### config.mk
export PLATFORM = sky130hd
export DESIGN_NAME = fetch_stage
export DESIGN_NICKNAME = d
export VERILOG_FILES = /design/src/rtl/fetch_stage_pkg.sv /design/src/rtl/fetch_stage_skid.sv /design/src/rtl/fetch_stage.sv
export SDC_FILE = /design/constraint.sdc
export NUM_CORES = 1
export LEC_CHECK = 0
export ABC_AREA = 1
export CORE_MARGIN = 2
export CORE_UTILIZATION = 45
export CTS_CLUSTER_SIZE = 20
export DETAILED_ROUTE_END_ITERATION = 8
export DONT_BUFFER_PORTS = 1
export PLACE_DENSITY = 0.58
export SLEW_MARGIN = 20
export SYNTH_ARGS = -nofsm -noshare
export SYNTH_HDL_FRONTEND = slang
export SYNTH_SLANG_ARGS = --single-unit
export TNS_END_PERCENT = 50
### constraint.sdc
create_clock -name clock -period 4.5 [get_ports clock]
set_input_delay 1.125 -clock clock [delete_from_list [all_inputs] [get_ports clock]]
set_output_delay 1.125 -clock clock [all_outputs]
set_load 0.01 [all_outputs]
### src/rtl/fetch_stage_pkg.sv
// fetch_stage_pkg: shared FSM encodings, reset PC default and instruction width for the fetch stage.
package fetch_stage_pkg;
  localparam logic [31:0] RESET_PC_DEF = 32'h0000_3000;
  localparam int INSTR_W = 32;
  typedef enum logic [1:0] {S_FETCH = 2'd0, S_FULL = 2'd1, S_DRAIN = 2'd2} state_e;
endpackage

### src/rtl/fetch_stage_skid.sv
// fetch_skid: one-entry {instr, pc} buffer catching a fetch that lands while decode is stalled.
module fetch_skid
  import fetch_stage_pkg::*;
(
  input  logic               clk,
  input  logic               rst,
  input  logic               load_i,
  input  logic               unload_i,
  input  logic               clear_i,
  input  logic [INSTR_W-1:0] instr_i,
  input  logic [31:0]        pc_i,
  output logic               full_o,
  output logic [INSTR_W-1:0] instr_o,
  output logic [31:0]        pc_o
);
  logic               full_q;
  logic [INSTR_W-1:0] instr_q;
  logic [31:0]        pc_q;
  always_ff @(posedge clk) begin
    if (rst) begin
      full_q  <= 1'b0;
      instr_q <= '0;
      pc_q    <= '0;
    end else if (clear_i || unload_i) begin
      full_q <= 1'b0;
    end else if (load_i) begin
      full_q  <= 1'b1;
      instr_q <= instr_i;
      pc_q    <= pc_i;
    end
  end
  assign full_o  = full_q;
  assign instr_o = instr_q;
  assign pc_o    = pc_q;
endmodule

### src/rtl/fetch_stage.sv
// fetch_stage: MIPS fetch PC, req/ack imem handshake and IF/ID register with skid and redirect drain.
// FETCH_PERF_EN adds perf_fetched / perf_bubbles counters.
module fetch_stage
  import fetch_stage_pkg::*;
#(
  parameter logic [31:0] RESET_PC = RESET_PC_DEF
) (
  input  logic               clock,
  input  logic               reset,
  output logic               imem_req,
  output logic [31:0]        imem_addr,
  input  logic               imem_ack,
  input  logic [INSTR_W-1:0] imem_rdata,
  input  logic               redirect,
  input  logic [31:0]        redirect_pc,
  input  logic               id_stall,
  output logic               if_id_valid,
  output logic [INSTR_W-1:0] if_id_instr,
  output logic [31:0]        if_id_pc,
  output logic [31:0]        if_id_pc4
`ifdef FETCH_PERF_EN
  ,
  output logic [31:0]        perf_fetched,
  output logic [31:0]        perf_bubbles
`endif
);
  state_e             state_q, state_d;
  logic [31:0]        pc_q, pc_d, drain_q, drain_d, ipc_q, ipc_d, pc4_q, pc4_d;
  logic [INSTR_W-1:0] instr_q, instr_d, skid_instr;
  logic [31:0]        skid_pc;
  logic               valid_q, valid_d, accept, skid_load, skid_full, ld_mem, ld_skid;
  assign accept    = !valid_q || !id_stall;
  assign imem_req  = !reset && state_q != S_FULL;
  assign imem_addr = state_q == S_DRAIN ? drain_q : pc_q;
  always_comb begin
    state_d   = state_q;
    pc_d      = pc_q;
    drain_d   = drain_q;
    valid_d   = valid_q;
    instr_d   = instr_q;
    ipc_d     = ipc_q;
    pc4_d     = pc4_q;
    skid_load = 1'b0;
    ld_mem    = 1'b0;
    ld_skid   = 1'b0;
    if (redirect) begin
      valid_d = 1'b0;
      pc_d    = redirect_pc & ~32'd3;
      state_d = (state_q != S_FULL && !imem_ack) ? S_DRAIN : S_FETCH;
      drain_d = state_q == S_FETCH ? pc_q : drain_q;
    end else if (state_q == S_FETCH) begin
      if (imem_ack) begin
        pc_d      = pc_q + 32'd4;
        ld_mem    = accept;
        skid_load = !accept;
        state_d   = accept ? S_FETCH : S_FULL;
      end else if (accept) begin
        valid_d = 1'b0;
      end
    end else if (state_q == S_FULL) begin
      if (!id_stall && skid_full) begin
        ld_skid = 1'b1;
        state_d = S_FETCH;
      end
    end else begin
      valid_d = 1'b0;
      state_d = imem_ack ? S_FETCH : S_DRAIN;
    end
    if (ld_mem) begin
      valid_d = 1'b1;
      instr_d = imem_rdata;
      ipc_d   = pc_q;
      pc4_d   = pc_q + 32'd4;
    end
    if (ld_skid) begin
      valid_d = 1'b1;
      instr_d = skid_instr;
      ipc_d   = skid_pc;
      pc4_d   = skid_pc + 32'd4;
    end
  end
  always_ff @(posedge clock) begin
    if (reset) begin
      state_q <= S_FETCH;
      pc_q    <= RESET_PC;
      drain_q <= '0;
      valid_q <= 1'b0;
      instr_q <= '0;
      ipc_q   <= '0;
      pc4_q   <= '0;
    end else begin
      state_q <= state_d;
      pc_q    <= pc_d;
      drain_q <= drain_d;
      valid_q <= valid_d;
      instr_q <= instr_d;
      ipc_q   <= ipc_d;
      pc4_q   <= pc4_d;
    end
  end
  fetch_skid u_skid (
    .clk      (clock),
    .rst      (reset),
    .load_i   (skid_load),
    .unload_i (ld_skid),
    .clear_i  (redirect),
    .instr_i  (imem_rdata),
    .pc_i     (pc_q),
    .full_o   (skid_full),
    .instr_o  (skid_instr),
    .pc_o     (skid_pc)
  );
  assign if_id_valid = valid_q;
  assign if_id_instr = instr_q;
  assign if_id_pc    = ipc_q;
  assign if_id_pc4   = pc4_q;
`ifdef FETCH_PERF_EN
  logic [31:0] fetched_q, bubbles_q;
  always_ff @(posedge clock) begin
    if (reset) begin
      fetched_q <= '0;
      bubbles_q <= '0;
    end else begin
      if (ld_mem || ld_skid) fetched_q <= fetched_q + 32'd1;
      if (!valid_q) bubbles_q <= bubbles_q + 32'd1;
    end
  end
  assign perf_fetched = fetched_q;
  assign perf_bubbles = bubbles_q;
`endif
endmodule

-- Word level (Yosys, flattened, before mapping)
Cells that the tools add are included.
W data, S select, Z words.
- add/sub/neg operators: 2
- equality and inequality tests: 8
- mux-type cells: 35
- bitwise operators: 1
- reductions and logical operators: 22
- operator list (kind ; count):
    $mux W32 ; 10
    $add A32 B3 Y32 const B ; 2
    $mux W1 ; 18
    $ne A5 B4 Y1 const B ; 3
    $mux W2 ; 7
    $reduce_and A2 Y1 ; 5
    $reduce_bool A2 Y1 ; 3
    $logic_not A1 Y1 ; 5
    $ne A4 B3 Y1 const B ; 1
    $reduce_or A2 Y1 ; 2
    $logic_and A1 B1 Y1 ; 3
    $ne A3 B3 Y1 const B ; 1
    $reduce_and A3 Y1 ; 1
    $eq A2 B1 Y1 const B ; 1
    $eq A2 B2 Y1 const B ; 1
    $logic_not A2 Y1 ; 1
    $logic_or A1 B1 Y1 ; 2
    $ne A2 B1 Y1 const B ; 1
    $not A1 Y1 ; 1
- register bits: 228
- input bits: 69
- word-level logic and storage cells: 79

-- Depth between registers and ports, before layout
- depth after elaboration: 9
- mapped depth: 12
- mapped depth without buffers: 12

-- By module
A second synthesis with hierarchy kept.
- cell total of the unflattened synthesis: 1645
- area, all modules: 11116.9 um^2
- modules (own cells, without submodules) (module ; times used ; cells an instance ; area each (um^2)):
    fetch_stage ; 1 ; 1222 ; 8215.4
    fetch_skid ; 1 ; 423 ; 2901.5

-- Worst setup path before layout
OpenSTA, ideal clock, no wires.
- kind: in2out
- start: in reset
- end: out imem_req
- arrival: 1.758 ns
- data required time: 3.375 ns
- path slack: 1.617 ns
- stages on the path: 3
- path buffers: 2
- path through: clkbuf_1 > clkbuf_1 > nor2_1
- longest elaborated chain between the ends: 2
- RTL lines (element ; line ; text):
    start: declaration ; fetch_stage.sv:9 ; input logic reset,
    $logic_not A1 Y1 ; fetch_stage.sv:33 ; assign imem_req = !reset && state_q != S_FULL;
    $logic_and A1 B1 Y1 ; fetch_stage.sv:33 ;
    end: declaration ; fetch_stage.sv:10 ; output logic imem_req,
Every way passes these cells.

-- Worst setup path after layout
- start: reg state_q[0]
- end: out imem_addr[27]
- longest elaborated chain between the ends: 2
- RTL lines (element ; line ; text):
    start: declaration ; fetch_stage.sv:27 ; state_e state_q, state_d;
    start signal: assignment ; fetch_stage.sv:92 ; state_q <= state_d;
    $eq A2 B2 Y1 ; fetch_stage.sv:34 ; assign imem_addr = state_q == S_DRAIN ? drain_q : pc_q;
    $mux W32 ; fetch_stage.sv:34 ;
    end: declaration ; fetch_stage.sv:11 ; output logic [31:0] imem_addr,
Every way passes these cells.

==> impl_metrics.yaml <==
sta:
  post-route-min-period_ns: 3.247
  rsz0062_at_grt: "false"
  final_max_slew_viol_count: 0
  tightest_slew_ns: 1.026
  finalHoldViolCount: 0
  slew_headroom: 0.3138
  setup_tns_ns: 0
  setup_violations: 0
  timing.fmax_ghz: 0.3079
  clock_skew_ns: 0.009027
  period_share: 0.7216
hold_path:
  hold_class: "flip-flop to flip-flop"
floorplan:
  start_util: 0.4579
  rows: 55
  ios: 199
  dieWidth_um: 155.6
  coreArea_mm2: 0.02257
  die_h_um: 155.6
  dieArea_mm2: 0.02420
clocking:
  cts_tree: "built"
  cts_setup_buffers: 0
  cts_hold_buffers: 0
  clkTransAtPathRegs_ns: 0.06
  cts.sink_count: 218
  cts_buffers: 25
  clock_path_buffers: 3
  root_buffer: "clkbuf_16"
  cts_resized: 0
  ctsHtreeMaxLevel: 1
  insertion_delay_ns: 0.53
worst_setup_path:
  required_ns: 3.38
  worstPathArrival_ns: 2.12
  worstSetupPathType: "flip-flop to output pin"
  start_kind: "flip-flop"
  cp_max_fo: 60
  ff2ff_setup_slack_ns: 2.08
  end_kind: "output pin"
routing:
  via_per_inst: 5.417
  ant_nets: 0
  drcViolationCount: 0
  dr.pass1.iters: 6
  num_vias: 9659
  wl_per_cell_um: 18.32
  drtIter0Drc: 769
  wl_mm: 32.67
pwr:
  switching_share: 0.2536
  clkPwrFrac: 0.469
  combPwrFrac: 0.076
  power_switching_w: 0.001166
  pwr_density_cell_mw_per_mm2: 407.4
  finalPower_w: 0.004598
  peakVddDrop_mv: 0.2624
  power.leakage_nw: 4.786
  intPower_w: 0.003432
  p_seq_frac: 0.455
grt:
  grt_pass1_wl_mm: 50.31
  use_met2: 0.4113
  grt_util_met3: 0.06472
  antenna_found_initial: 0
  grt_overflow_total: 0
  use_met1: 0.3703
  grt_pass1_vias: 8906
  busiest_layer: "met2"
  grt_max_degree: 121
  track_usage: 0.2650
yosys:
  syn_area_mm2: 0.01034
  yosysSeqAreaShare: 0.4222
  yosys_warnings: 0
  synth_cell_type_count: 37
  synth.avg_cell_area_um2: 6.773
  syn_inst: 1526
  ys_ff_latch: 218
placed_design:
  gp_congestion: 0.8604
  portBuffers: 0
  dp_hpwl_mm: 22.67
layout:
  post-route-util: 0.5001
  seqCellArea_mm2: 0.004364
  multiInputGateArea_mm2: 0.004933
  layout-drive-gt1-share: 0.04873
  fillers: 2341
  fin_nets: 1551
  syn_to_final_growth_pct: 9.200
  diodes: 0
outcome:
  status: "finished clean"
job:
  cap_viol_max_count: 0
[Yosys cell counts (all sizes together)]
master	instances	area [um2]
dfxtp	218	4364
nor3b	1	7.510
inv	164	615.6
xor2	19	166.4
conb	1	3.750
o221ai	12	105.1
o21ai	155	775.7
a31oi	16	100.1
o211ai	28	210.2
o22ai	2	12.51
nand4	4	25.02
buf	52	296.5
or2	2	12.51
xnor2	3	26.28
o21bai	2	15.01
a21oi	180	900.9
nand3b	1	7.510
o21a	5	37.54
clkbuf	40	150.1
and3	1	6.260
nor4	2	12.51
nor2	161	638.1
a22oi	2	15.01
ha	2	25.02
nand2	382	1449
a21o	1	7.510
nand3	62	310.3
nor3	8	40.04
[per-stage QoR]
stage / std cells / setup WS (ns) / area, um2 / hold WS, ns
5_1_grt: 1783 / 1.056 / 11290 / 0.5271
3_5_place_dp: 1738 / 1.456 / 10420 / 0.4881
4_1_cts: 1783 / 1.241 / 11290 / 0.4964
2_1_floorplan: 1531 / 1.617 / 10350 / 0.4700
6_report: 1783 / 1.253 / 11290 / 0.4962
3_3_place_gp: 1738 / 1.532 / 10420 / 0.4831
[worst max-delay path, cell delays in order (launching register included)]
cell and delay (ns):
dfxtp_1 0.39, inv_1 0.07, nand2_2 0.74, nor2_1 0.07
a21oi_1 0.31
[routing by layer]
metal	vias up	wire length, um
li1	4852	-
met1	4425	14630
met2	334	14160
met3	48	3060
met4	0	822
met5	-	0
[path summary, 6_finish.rpt]
check,cells past startpoint,end,start
max,4,imem_addr[27],state_q[0]
min,2,u_skid.full_o,u_skid.full_o
max reg2reg,10,if_id_pc4[8],state_q[1]
min reg2reg,2,u_skid.full_o,u_skid.full_o
[state kept, by name (all words and copies together), names as in the netlist]
signal / count
pc_q: 30
if_id_pc4: 30
drain_q: 30
state_q: 2
u_skid.pc_o: 30
u_skid.full_o: 1
u_skid.instr_o: 32
if_id_instr: 32
if_id_pc: 30
if_id_valid: 1
[kinds of logic (layout without fill, tap and decap cells)]
logic type / after synthesis / after routing / share of synthesized area
AO/OA/AOI/OAI: 403 / 403 / 0.2109
XOR/XNOR: 22 / 22 / 0.01864
adder cells (fa/ha/maj): 2 / 2 / 0.002421
buffers and inverters: 256 / 223 / 0.1028
flip-flops: 218 / 218 / 0.4222
other: 1 / 6 / 0.0003628
AND/OR/NAND/NOR: 624 / 624 / 0.2427
[placed cells by master (no fill, tap or decap), types with 2 or more instances in the layout]
cell type,count
ha_1,2
or2_2,2
buf_12,3
o211ai_1,28
inv_2,3
clkbuf_8,8
o22ai_1,2
nand2_1,377
clkbuf_1,4
o21a_1,5
nand3_1,62
xor2_1,19
nor2_2,5
a22oi_1,2
clkbuf_16,25
nand2_2,4
conb_1,6
inv_1,160
nor2_1,154
dfxtp_1,218
o21bai_1,2
o21ai_0,155
nor4_1,2
o221ai_1,12
nor3_1,8
bufinv_16,3
xnor2_1,3
clkinv_2,3
a31oi_1,16
a21oi_1,180
nand4_1,4
buf_4,11
[power groups by stage]
stage	clock (W)	combinational [W]	sequential, W
after floorplan	0	0.000277	0.00211
after global placement	0	0.000346	0.00213
after detailed placement	0	0.000350	0.00213
after CTS	0.00219	0.000352	0.00209
after global routing	0.00227	0.000397	0.00210
final	0.00216	0.000351	0.00209
[layout make-up]
class                   instances  area share
multi-input cells            1057      0.4371
flip-flops and latches        218      0.3867
clock buffers                  37     0.06651
inverters                     164     0.05476
well taps                     285     0.03159
repair buffers                 14     0.01264
clock inverters                 8     0.01075
No activity file was read; power rests on OpenSTA's default activity.
